### config.mk
export PLATFORM = sky130hd
export DESIGN_NAME = alu_result_stage
export DESIGN_NICKNAME = d
export VERILOG_FILES = /design/src/rtl/alu_result_stage.sv
export SDC_FILE = /design/constraint.sdc
export NUM_CORES = 1
export LEC_CHECK = 0
export ABC_CLOCK_PERIOD_IN_PS = 1870
export CAP_MARGIN = 20
export CORE_AREA = 2 2 59 47
export DETAILED_ROUTE_END_ITERATION = 8
export DIE_AREA = 0 0 61 49
export GPL_TIMING_DRIVEN = 1
export PLACE_DENSITY_LB_ADDON = 0.3
export SETUP_SLACK_MARGIN = 0.15
export SLEW_MARGIN = 5
export SYNTH_ARGS = -nofsm -noshare
export SYNTH_HDL_FRONTEND = slang
export SYNTH_SLANG_ARGS = --single-unit
### constraint.sdc
create_clock -name clk -period 1.87 [get_ports clk]
set_input_delay 0.187 -clock clk [delete_from_list [all_inputs] [get_ports clk]]
set_output_delay 0.187 -clock clk [all_outputs]
set_load 0.02 [all_outputs]
### src/rtl/alu_result_stage.sv
// alu_result_stage: registered 4-bit ALU execution stage with valid/ready output.
// The stage computes the result and N/Z/C/V flags from AMod/BMod/Op.
// It holds the result in a one-entry output register and counts completed transfers.
// Optional feature macro: ALU_STICKY_OVF_EN adds a sticky overflow flag.
//   state   | meaning
//   S_EMPTY | no result held, out_valid=0
//   S_FULL  | result held in R/flags, out_valid=1
module alu_result_stage #(
  parameter int W     = 4,
  parameter int CNT_W = 8
) (
  input  logic             clk,
  input  logic             rst_n,
  input  logic [W-1:0]     AMod,
  input  logic [W-1:0]     BMod,
  input  logic [2:0]       Op,
  input  logic             in_valid,
  output logic             in_ready,
  output logic [W-1:0]     R,
  output logic [3:0]       flags,
  output logic             out_valid,
  input  logic             out_ready,
  output logic [CNT_W-1:0] op_count,
  output logic             ovf_sticky,
  input  logic             ovf_clr
);

  typedef enum logic {
    S_EMPTY = 1'b0,
    S_FULL  = 1'b1
  } state_e;

  state_e           state_q, state_d;
  logic [W-1:0]     r_q, r_d;
  logic [3:0]       flags_q, flags_d;
  logic [CNT_W-1:0] cnt_q, cnt_d;

  logic             capture;
  logic             xfer;
  logic [W:0]       sum;
  logic [W-1:0]     res;
  logic             c_res;
  logic             v_res;

  // Combinational ALU: arithmetic for Op[2]=0, bitwise ops otherwise.
  always_comb begin
    sum   = {1'b0, AMod} + {1'b0, BMod};
    res   = '0;
    c_res = 1'b0;
    v_res = 1'b0;
    if (!Op[2]) begin
      res   = sum[W-1:0];
      c_res = sum[W];
      // Signed overflow: like-signed operands yielding a result of the other sign.
      v_res = (AMod[W-1] == BMod[W-1]) && (sum[W-1] != AMod[W-1]);
    end else begin
      case (Op[1:0])
        2'b00:   res = AMod & BMod;
        2'b01:   res = AMod | BMod;
        2'b10:   res = AMod ^ BMod;
        default: res = ~AMod;
      endcase
    end
  end

  // Handshake, next-state and output-register next values.
  always_comb begin
    state_d  = state_q;
    r_d      = r_q;
    flags_d  = flags_q;
    in_ready = (state_q == S_EMPTY) || out_ready;
    capture  = in_valid && in_ready;
    xfer     = (state_q == S_FULL) && out_ready;
    cnt_d    = cnt_q + {{(CNT_W-1){1'b0}}, xfer};
    case (state_q)
      S_EMPTY: if (capture) state_d = S_FULL;
      S_FULL:  if (out_ready && !capture) state_d = S_EMPTY;
      default: state_d = S_EMPTY;
    endcase
    if (capture) begin
      r_d     = res;
      flags_d = {res[W-1], (res == '0), c_res, v_res};
    end
  end

  // State, result, flags and transfer counter registers.
  always_ff @(posedge clk or negedge rst_n) begin
    if (!rst_n) begin
      state_q <= S_EMPTY;
      r_q     <= '0;
      flags_q <= '0;
      cnt_q   <= '0;
    end else begin
      state_q <= state_d;
      r_q     <= r_d;
      flags_q <= flags_d;
      cnt_q   <= cnt_d;
    end
  end

  assign R         = r_q;
  assign flags     = flags_q;
  assign out_valid = (state_q == S_FULL);
  assign op_count  = cnt_q;

`ifdef ALU_STICKY_OVF_EN
  logic sticky_q;

  // Sticky overflow: a V=1 capture takes priority over a simultaneous clear.
  always_ff @(posedge clk or negedge rst_n) begin
    if (!rst_n) begin
      sticky_q <= 1'b0;
    end else if (capture && v_res) begin
      sticky_q <= 1'b1;
    end else if (ovf_clr) begin
      sticky_q <= 1'b0;
    end
  end

  assign ovf_sticky = sticky_q;
`else
  logic unused_ovf_clr;
  assign unused_ovf_clr = ovf_clr;
  assign ovf_sticky     = 1'b0;
`endif

endmodule

# After elaboration in Yosys (flattened, before gate mapping)
# Index checks and enable logic that the tools add are counted.
# word_totals
out_inout_bits	19
input_bits	16
regBits	17
word_cells	30
# op_classes
n_bitwise	5
mux	7
addsub	2
eq_ne	4
reduce_logical	8
# op_table
op	n
case mux 4 bit (3 select lines)	1
adder 8 x 1 -> 8 bit	1
adder 4 x 4 -> 5 bit	1
AND 4 bit	1
logical AND 1 bit	4
logical NOT 4 bit	1
2-to-1 mux 1 bit	4
2-to-1 mux 4 bit	1
NOT 4 bit	1
bitwise OR 4 bit	1
bitwise XOR 4 bit	1
== test 2 x 1 -> 1 bit (second input constant)	1
== test 2 bit (second input constant)	1
logical NOT 2 bit	1
case mux 1 bit (2 select lines)	1
== test 1 bit	1
logical NOT 1 bit	1
logical OR 1 bit	1
!= test 1 bit	1
NOT 1 bit	1

# Longest topological paths before layout
# depth
word_depth	7
mapped_depth	7
ltp_nobuf	7

# Worst setup path before layout
# OpenSTA, ideal clock, no wires.
# synth_path
path_type	input -> register
from	in AMod[2]
to	reg flags_q[2] (netlist: flags[2])
path_stages	5
setup_slack_ns	0.208
setup_time_ns	0.104
required_time_ns	1.766
arrival_time_ns	1.559
path_buffers	0
path_cell_list	inv_1 > ha_1 > mux4_2 > mux2_2 > o41ai_2
# synth_via
elab_chain_cells	4
word_cells_on_any_way	8
classes_between	1 x add/sub; 2 x mux; 4 x bitwise; 1 x reduce/logical
# synth_lines
item	line_no	text
start, declared	14	input logic [W-1:0] AMod,
branches (longest 2 deep; another with adder 4 x 4 -> 5 bit)	n/a	
2-to-1 mux 4 bit (*)	51	if (!Op[2]) begin
logical NOT 4 bit (*)	82	flags_d = {res[W-1], (res == '0), c_res, v_res};
end signal, assigned	96	flags_q <= flags_d;
end, declared	35	logic [3:0] flags_q, flags_d;
# Mark *: on every way between the ends.
# A chain may end at the register's enable or synchronous reset.

# Worst setup path after layout
# layout_path
from	in BMod[1]
to	reg flags_q[2] (netlist: flags[2])
# layout_via
elab_chain_cells	4
word_cells_on_any_way	7
classes_between	1 x add/sub; 2 x mux; 3 x bitwise; 1 x reduce/logical
# layout_lines
item	line_no	text
start, declared	15	input logic [W-1:0] BMod,
branches (longest 2 deep; another with adder 4 x 4 -> 5 bit)	n/a	
2-to-1 mux 4 bit (*)	51	
logical NOT 4 bit (*)	82	
# Marked as above.

==> reports/results.ini <==
[run_status]
status=complete, no violations

[logic_synthesis]
syn_nets=124
synth_warnings=0
synth_compound_area_share_pct=10.2
synth_area_sq_mm=0.00104
synth_area_leaders=dfrtp_1 38%, ha_1 12%, inv_1 5.0%
synth_fa_ha_area_share_pct=13.9
yosys_register_bits=16
synth_cell_type_count=32
yosys.area.top_type=dfrtp_1
synth_xor_area_share_pct=6.71
yosysMostFrequentCell=dfrtp_1
synth_simple_gate_area_share_pct=11.4
muxShareOfSynthArea_pct=11.2
synth_top_area_share_pct=38.4
postSynthAreaPerCell_sq_um=10.8
synth_top_family_by_area=adder cells
synth_edf_count=0
synthCells=97
synth_async_sr_flop_share_pct=100
ys_seq_area_share_pct=38.4
synth_ff_type=dfrtp_1
synth_common_cells=16 x dfrtp_1, 14 x inv_1, 10 x ha_1, 6 x xnor2_1

[clock_tree]
clk_latency_ps=290
cts-root-buf=clkbuf_4
clkTransAtPathRegs_ps=100
cts.sinks=16
htreeDepth=1
numCtsBuffers=3
clock_path_buffers=2
cts_tree=yes
cts_hold_buffers=0

[route]
vias=847
drtPass1Iterations=4
drtIter0Drc=18
postRouteAntennaNets=0
drt-total-wl_um=2240
vias_per_cell=4.68
drc=0
wl_per_cell_um=12.4

[layout]
nNetsFinal=173
diodes=0
syn_to_final_growth_pct=49.0
drive_above_1_share_pct=24.8
multi_input_area_sq_um=592
seqCellArea_sq_um=400
final_util_pct=63.2
final.fill_count=213

[sta]
setup_viol=0
final-max-slew-violation-count=0
rsz0062_at_grt=no
clock_skew_ps=4.00
fin_crit_ps=1630
fin_setup_tns_ps=0
finalHoldWorstSlack_ps=201
hold_viol_final=0
fin_ws_ps=240
finalCritPeriodShare_pct=87.2
max_freq_ghz=0.613

[die]
fp.dieW_um=61
ios=35
core_area_sq_mm=0.00246
die_area_sq_mm=0.00299
start_util_pct=42.4
chipHeight_um=49
rows=16

[worst_setup_path]
rrSetupSlack_ps=360
crit_required_ps=2060
cp-start-kind=primary input
crit_arrival_ps=1820
worstRegToRegCells=6
critPathKind=in2reg
regToRegEndpoint=op_count[7]
crit_fanout=2
r2r_start=out_valid
cp-end-kind=flip-flop

[placement]
gp_congestion=0.785
portBuffers=32
dp_hpwl_um=1840
place_worst_setup_slack_ps=-379

[run]
maxCapViolCount=0

[global_route]
track_usage_pct=17.8
grt_pass1_wl_um=3990
antenna_found_initial=0
grt_overflow=0
grt_pass1_vias=935
grt_max_degree=17

[min_path]
hold_path.class=in2async

[power]
vdd_drop_max_uv=532
powerDensity_mw_per_mm2=854
p_leak_nw=0.732

[how the worst max path moves through the flow]
stage	endpoint	slack, ps	depth (start not counted)	start
after floorplan	flags[2]	210	5	AMod[2]
after global placement	flags[2]	-340	6	AMod[1]
after detailed placement	flags[2]	-380	6	AMod[2]
after CTS	flags[2]	240	6	BMod[1]
after global routing	flags[2]	150	7	AMod[1]
final	flags[2]	240	6	BMod[1]
[critical path: stages]
cell and delay, ps:
dlygate4sd2_1 250, inv_1 110, ha_4 220, mux4_2 450, a211o_1 300, o41ai_2 310
[sequential cells by signal, indices dropped and copies added, names as in the netlist]
register	flops
out_valid	1
op_count	8
flags	3
R	4
[cells in the final DEF, fill, tap and decap left out, drive strengths merged, types with 4 or more instances in the layout]
cell and n:
inv 14, buf 16, mux2 4, clkdlybuf4s50 23, dfrtp 16, dlygate4sd2 9
nand3 5, ha 10, xnor2 6, nand2 5, clkbuf 4
[timing repair]
action                                  CTS  global route
endpoints found under the hold margin     0             0
resized for setup                        18             0
buffers inserted                          1             0
endpoints found under the setup margin    5             0
[per-layer routing]
layer	track usage (%)	wire length (um)	vias to the layer above
li1	-	-	421
met1	22.2	1040	395
met2	29.4	1060	27
met3	6.10	121	4
met4	4.35	27	0
met5	0	0	-
[through the flow]
step	area, sq um	cells	power, mW
6_report	1560	181	1.33
5_1_grt	1560	181	1.41
4_1_cts	1560	181	1.34
3_5_place_dp	1490	176	1.10
3_3_place_gp	1490	176	1.08
2_1_floorplan	1040	97	0.805
[final cells by class]
class / instances / area share (%)
inverter: 14 / 3.38
tap: 36 / 2.90
sequential: 16 / 25.7
timing repair buffer: 48 / 27.6
clock buffer: 4 / 2.33
multi-input combinational: 63 / 38.1
[where the power goes]
part / internal (mW) / leakage [nW] / switching (mW)
sequential: 0.434 / 0.198 / 0.0774
combinational: 0.312 / 0.513 / 0.273
clock: 0.119 / 0.0210 / 0.114
total: 0.864 / 0.732 / 0.464
[kinds of logic after synthesis]
family | count (synthesis)
AND/OR/NAND/NOR | 23
buffers and inverters | 18
flip-flops | 16
AO/OA/AOI/OAI | 13
adder cells (fa/ha/maj) | 11
XOR/XNOR | 8
multiplexers | 7
other | 1
Power figures use the tool's default switching activity.
